===== src/rtl/axis_mwi_if.sv =====
// AXI4-Stream link carrying one 32-bit word per transfer.
// Latency: none, this is just wiring.
// Backpressure: standard tvalid/tready handshake; the master holds tdata while tvalid && !tready.
// Ports: tvalid (master->slave), tdata[31:0] (master->slave), tready (slave->master).
interface axis_mwi_if;
  logic        tvalid;
  logic [31:0] tdata;
  logic        tready;

  modport master (output tvalid, output tdata, input tready);
  modport slave  (input tvalid, input tdata, output tready);
endinterface


===== src/rtl/axis_mwi.sv =====
// Moving-window integrator: running sum (saturated to 32 bits) or floor mean of the last N samples.
// Latency: 1 cycle from input accept to m_axis.tvalid.
// Backpressure: single output register, no skid; s_axis.tready drops while a result is stalled.
// Ports: clk, rst_n (async active-low), s_axis (slave, squared samples in),
//        m_axis (master, window sum/mean out).
// Optional feature: define AXIS_MWI_AVG_EN to output acc >> LOG2_N instead of the saturated sum.
module axis_mwi #(
  parameter int N      = 32,
  parameter int LOG2_N = 5
) (
  input  logic        clk,
  input  logic        rst_n,
  axis_mwi_if.slave   s_axis,
  axis_mwi_if.master  m_axis
);

  localparam int AW = 32 + LOG2_N;
  localparam logic [LOG2_N:0] FILL_LAST = (LOG2_N+1)'(N - 1);

  typedef enum logic {ST_FILL, ST_RUN} state_t;

  state_t              state_q, state_d;
  logic [LOG2_N:0]     fill_q, fill_d;
  logic [LOG2_N-1:0]   wr_ptr_q, wr_ptr_d;
  logic [AW-1:0]       acc_q, acc_d;
  logic                tvalid_q, tvalid_d;
  logic [31:0]         tdata_q, tdata_d;
  logic                rst_n_q, rst_n_d;

  // Sample history; not reset, stale entries are ignored while in ST_FILL.
  logic [31:0]         mem_q [N];

  logic                s_ready;
  logic                accept;
  logic [31:0]         evict;
  logic [31:0]         result;

  // Registered reset copy keeps tready low through the reset release edge.
  assign rst_n_d = 1'b1;
  assign s_ready = rst_n_q && (!tvalid_q || m_axis.tready);
  assign accept  = s_axis.tvalid && s_ready;

  assign s_axis.tready = s_ready;
  assign m_axis.tvalid = tvalid_q;
  assign m_axis.tdata  = tdata_q;

  always_comb begin
    state_d  = state_q;
    fill_d   = fill_q;
    wr_ptr_d = wr_ptr_q;
    acc_d    = acc_q;
    tvalid_d = tvalid_q;
    tdata_d  = tdata_q;
    evict    = (state_q == ST_RUN) ? mem_q[wr_ptr_q] : 32'd0;
    result   = 32'd0;

    // Never underflows: evict is always a sample already counted in acc.
    if (accept) begin
      acc_d    = acc_q + AW'(s_axis.tdata) - AW'(evict);
      wr_ptr_d = wr_ptr_q + LOG2_N'(1);
    end

`ifdef AXIS_MWI_AVG_EN
    // Mean divides by N even while filling; the slice is exactly acc >> LOG2_N.
    result = acc_d[LOG2_N +: 32];
`else
    result = (|acc_d[AW-1:32]) ? 32'hFFFF_FFFF : acc_d[31:0];
`endif

    case (state_q)
      ST_FILL: begin
        if (accept) begin
          fill_d = fill_q + (LOG2_N+1)'(1);
          if (fill_q == FILL_LAST) state_d = ST_RUN;
        end
      end
      ST_RUN: state_d = ST_RUN;
      default: state_d = ST_FILL;
    endcase

    // A new accept overwrites the output even when the old result is consumed
    // in the same cycle, which keeps throughput at one sample per cycle.
    if (accept) begin
      tvalid_d = 1'b1;
      tdata_d  = result;
    end else if (m_axis.tready) begin
      tvalid_d = 1'b0;
    end
  end

  always_ff @(posedge clk or negedge rst_n) begin
    if (!rst_n) begin
      state_q  <= ST_FILL;
      fill_q   <= '0;
      wr_ptr_q <= '0;
      acc_q    <= '0;
      tvalid_q <= 1'b0;
      tdata_q  <= '0;
      rst_n_q  <= 1'b0;
    end else begin
      state_q  <= state_d;
      fill_q   <= fill_d;
      wr_ptr_q <= wr_ptr_d;
      acc_q    <= acc_d;
      tvalid_q <= tvalid_d;
      tdata_q  <= tdata_d;
      rst_n_q  <= rst_n_d;
    end
  end

  always_ff @(posedge clk) begin
    if (accept) mem_q[wr_ptr_q] <= s_axis.tdata;
  end

endmodule


===== src/flat_wrapper.sv =====
// flat-port wrapper written by rule: the top's interface ports become plain ports
module axis_mwi_flat 
#(
  parameter int N      = 32,
  parameter int LOG2_N = 5
)
  (clk, rst_n, s_axis_tvalid, s_axis_tdata, s_axis_tready, m_axis_tvalid, m_axis_tdata, m_axis_tready);
  axis_mwi_if s_axis_i ();
  axis_mwi_if m_axis_i ();
  input  logic clk;
  input  logic rst_n;
  input wire logic [$bits(s_axis_i.tvalid)-1:0] s_axis_tvalid;
  input wire logic [$bits(s_axis_i.tdata)-1:0] s_axis_tdata;
  output wire logic [$bits(s_axis_i.tready)-1:0] s_axis_tready;
  output wire logic [$bits(m_axis_i.tvalid)-1:0] m_axis_tvalid;
  output wire logic [$bits(m_axis_i.tdata)-1:0] m_axis_tdata;
  input wire logic [$bits(m_axis_i.tready)-1:0] m_axis_tready;
  assign s_axis_i.tvalid = s_axis_tvalid;
  assign s_axis_i.tdata = s_axis_tdata;
  assign s_axis_tready = s_axis_i.tready;
  assign m_axis_tvalid = m_axis_i.tvalid;
  assign m_axis_tdata = m_axis_i.tdata;
  assign m_axis_i.tready = m_axis_tready;
  axis_mwi #(.N(N), .LOG2_N(LOG2_N)) u_core (.clk(clk), .rst_n(rst_n), .s_axis(s_axis_i), .m_axis(m_axis_i));
endmodule

===== config.mk =====
export PLATFORM = sky130hd
export DESIGN_NAME = axis_mwi_flat
export DESIGN_NICKNAME = d
export VERILOG_FILES = /design/src/rtl/axis_mwi_if.sv /design/src/rtl/axis_mwi.sv /design/src/flat_wrapper.sv
export SDC_FILE = /design/constraint.sdc
export NUM_CORES = 1
export LEC_CHECK = 0
export ABC_AREA = 1
export BUFFER_PORTS_ARGS = -buffer_cell sky130_fd_sc_hd__clkbuf_2
export CELL_PAD_IN_SITES_DETAIL_PLACEMENT = 0
export CELL_PAD_IN_SITES_GLOBAL_PLACEMENT = 1
export CORE_ASPECT_RATIO = 1.5
export CORE_MARGIN = 5
export CORE_UTILIZATION = 39
export DETAILED_ROUTE_END_ITERATION = 8
export PLACE_DENSITY_LB_ADDON = 0.3
export SKIP_CTS_REPAIR_TIMING = 1
export SLEW_MARGIN = 20
export SYNTH_ARGS = -nofsm -noshare
export SYNTH_HDL_FRONTEND = slang
export SYNTH_SLANG_ARGS = --single-unit

===== constraint.sdc =====
create_clock -name clk -period 6.1 [get_ports clk]
set_clock_uncertainty 0.05 [all_clocks]
set_input_delay 1.22 -clock clk [delete_from_list [all_inputs] [get_ports clk]]
set_output_delay 1.22 -clock clk [all_outputs]
set_load 0.01 [all_outputs]

==> results_dict.tcl <==
set metrics [dict create \
    synth-seq-cells 1107 \
    peakVddDrop_v 0.000304 \
    grt_pass1_wl_mm 205 \
    grt_max_degree 94 \
    root_buffer "clkbuf_16" \
    syn2layout_area_growth_pct 14.2 \
    synth_area_um2 46500 \
    detail-route-antenna-nets 0 \
    hold_slack_ns 0.447 \
    cts_buffers 102 \
    initial_core_util_pct 39.2 \
    io_pins 70 \
    fp.dieArea_um2 126000 \
    rsz0062_at_grt "false" \
    min_path_type "reg -> reg" \
    io_buffers 69 \
    worst_pin_slew_ns 1.14 \
    drt-total-wl_mm 141 \
    antenna_found_initial 5 \
    clock_path_buffers 3 \
    dp_hpwl_mm 86.9 \
    viasPerCell 5.49 \
    synthTopCellsByCount "edfxtp_1, nor2_1, o21ai_0" \
    cp-end-kind "flip-flop" \
    start_kind "flip-flop" \
    vias 30600 \
    syn_avg_cell_area_um2 12.3 \
    path_clk_slew_ns 0.07 \
    setup_tns_ns 0 \
    p_per_area_nw_per_um2 573 \
    die_w_um 292 \
    route.detailed.drc 0 \
    drive_above_1_share_pct 13.6 \
    fin_crit_ns 5.60 \
    max_cap_violations 0 \
    critPathKind "reg -> reg" \
    synth_most_common_cell "edfxtp_1" \
    core_region_area_um2 119000 \
    grt_remaining_overflow 0 \
    outcome "completed" \
    slew_headroom_pct 23.5 \
    grt_pass1_vias 29700 \
    yosys_warnings 0 \
    dr.pass1.iters 6 \
    finalMaxSlewViolations 0 \
    crit_arrival_ns 6.15 \
    crit_path_max_fanout 79 \
    track_usage_pct 21.8 \
    die_h_um 433 \
    wire_per_inst_um 25.3 \
    p_leak_nw 18.2 \
    synth.area.top_cells "edfxtp_1, o21ai_0, nor2_1" \
    synthFlopType "edfxtp_1" \
    required_ns 6.65 \
    gp_congestion 0.866 \
    worstSkewPairLatency_ns 0.70 \
    setup_viol 0 \
    cts_sinks 1107 \
    async_flop_share_pct 7.50 \
    synth.top_cell.area_share_pct 66.1 \
    synth_cell_types 47 \
    synth_top_area_cell "edfxtp_1" \
    netlist_instances 3794 \
    cts_tree "built" \
    synth_edf_count 1024 \
    drtIter0Drc 2666 \
    fmax_mhz 179 \
    syn_nets 3904 \
    seq_area_frac_synth_pct 70.6 \
    fin_nets 4027 \
    period_share_pct 91.8 \
    row_count 155 \
    hold_viol_final 0 \
    htreeDepth 3 \
]
cells in the final DEF, fill, tap and decap left out, types with 32 or more instances in the layout:
cell / netlist / routed
nor2_4: 1 / 39
clkbuf_16: 0 / 105
nand3_1: 35 / 35
a21oi_1: 79 / 79
or2_2: 33 / 33
inv_1: 248 / 246
ha_1: 42 / 42
a31oi_1: 34 / 34
buf_4: 3 / 139
edfxtp_1: 1024 / 1024
nor2_1: 621 / 583
fa_1: 32 / 32
o21ai_0: 526 / 526
dfrtp_1: 83 / 81
o22ai_1: 256 / 256
nand2_1: 332 / 331
a22o_1: 43 / 43
clkbuf_2: 0 / 68
nand3_2: 34 / 34
where the power goes:
group	internal, mW	switching (mW)	total (mW)
sequential	8.66	0.156	8.82
combinational	4.82	10.3	15.2
clock	3.62	2.83	6.46
total	17.1	13.3	30.4
logic make-up (layout without fill, tap and decap cells):
| kind of cell | after synthesis | after routing | synth area share, % |
|---|---|---|---|
| buffers and inverters | 472 | 679 | 4.09 |
| AOI/OAI and AO/OA | 980 | 980 | 12.0 |
| other | 1 | 4 | 0.00806 |
| DFF | 1107 | 1107 | 70.6 |
| xor gates and xnor gates | 27 | 27 | 0.508 |
| muxes | 1 | 1 | 0.0242 |
| adders and majority gates | 74 | 74 | 2.51 |
| and+or+nand+nor | 1132 | 1132 | 10.3 |
sequential cells by signal (all words and copies together), names as in the netlist:
name                  flops
u_core.acc_q             37
u_core.fill_q             6
u_core.m_axis.tdata      32
u_core.m_axis.tvalid      1
u_core.mem_q           1024
u_core.rst_n_q            1
u_core.state_q            1
u_core.wr_ptr_q           5
final cells by class:
type	instances	area [um2]
Clock inverter	68	659
Inverter	257	977
Tap cell	1570	1960
Fill cell	10900	65600
Antenna cell	3	7.51
Timing Repair Buffer	234	1920
Multi-Input combinational cell	2215	12100
Clock buffer	120	2680
Sequential cell	1107	32800
final timing paths:
kind / startpoint / to / slack [ns] / cells after the start
worst max-delay path: u_core.wr_ptr_q[0] / u_core.m_axis.tdata[0] / 0.50 / 26
worst min-delay path: u_core.m_axis.tvalid / u_core.m_axis.tvalid / 0.45 / 2
worst max register to register: u_core.wr_ptr_q[0] / u_core.m_axis.tdata[0] / 0.50 / 26
worst min register to register: u_core.m_axis.tvalid / u_core.m_axis.tvalid / 0.45 / 2
max in group asynchronous: rst_n / u_core.wr_ptr_q[1] / 4.38 / 2
min in group asynchronous: rst_n / u_core.acc_q[27] / 0.52 / 1
through the flow:
stage	power, mW	instance area, um2	cells	setup slack, ns	util (%)
6_report	30.4	53100	5574	0.498	44.8
4_1_cts	30.6	53100	5571	0.533	44.8
3_3_place_gp	24.1	49800	5382	0.586	41.9
5_1_grt	32.5	53100	5573	0.165	44.8
3_5_place_dp	24.1	49800	5383	0.557	41.9
2_1_floorplan	19.0	46500	3794	1.88	-
metal layers:
layer	GRT usage, %	vias up	routed length, um
met1	28.0	15500	56900
met5	0	-	15
met2	38.3	994	72000
li1	-	13900	-
met4	7.00	2	4400
met3	2.98	219	7980
critical path, stage by stage (launching register included):
cell and delay, ns:
dfrtp_4 0.61, inv_8 0.26, buf_12 0.25, buf_4 0.19, o21ai_0 0.15, o22ai_1 0.09
a22o_1 0.22, nor3_1 0.50, a31oi_1 0.44, fa_1 0.60, inv_1 0.04, ha_1 0.35
nand2_1 0.09, inv_1 0.10, nand2_1 0.13, nor2_2 0.16, and3_1 0.18, nand2_2 0.08
nand3_2 0.07, nand3_2 0.07, nand2_2 0.09, nand3_4 0.10, nor2_8 0.13, buf_12 0.24
nand3_1 0.11, nand2_1 0.08, inv_1 0.04
Power figures use the tool's default switching activity.
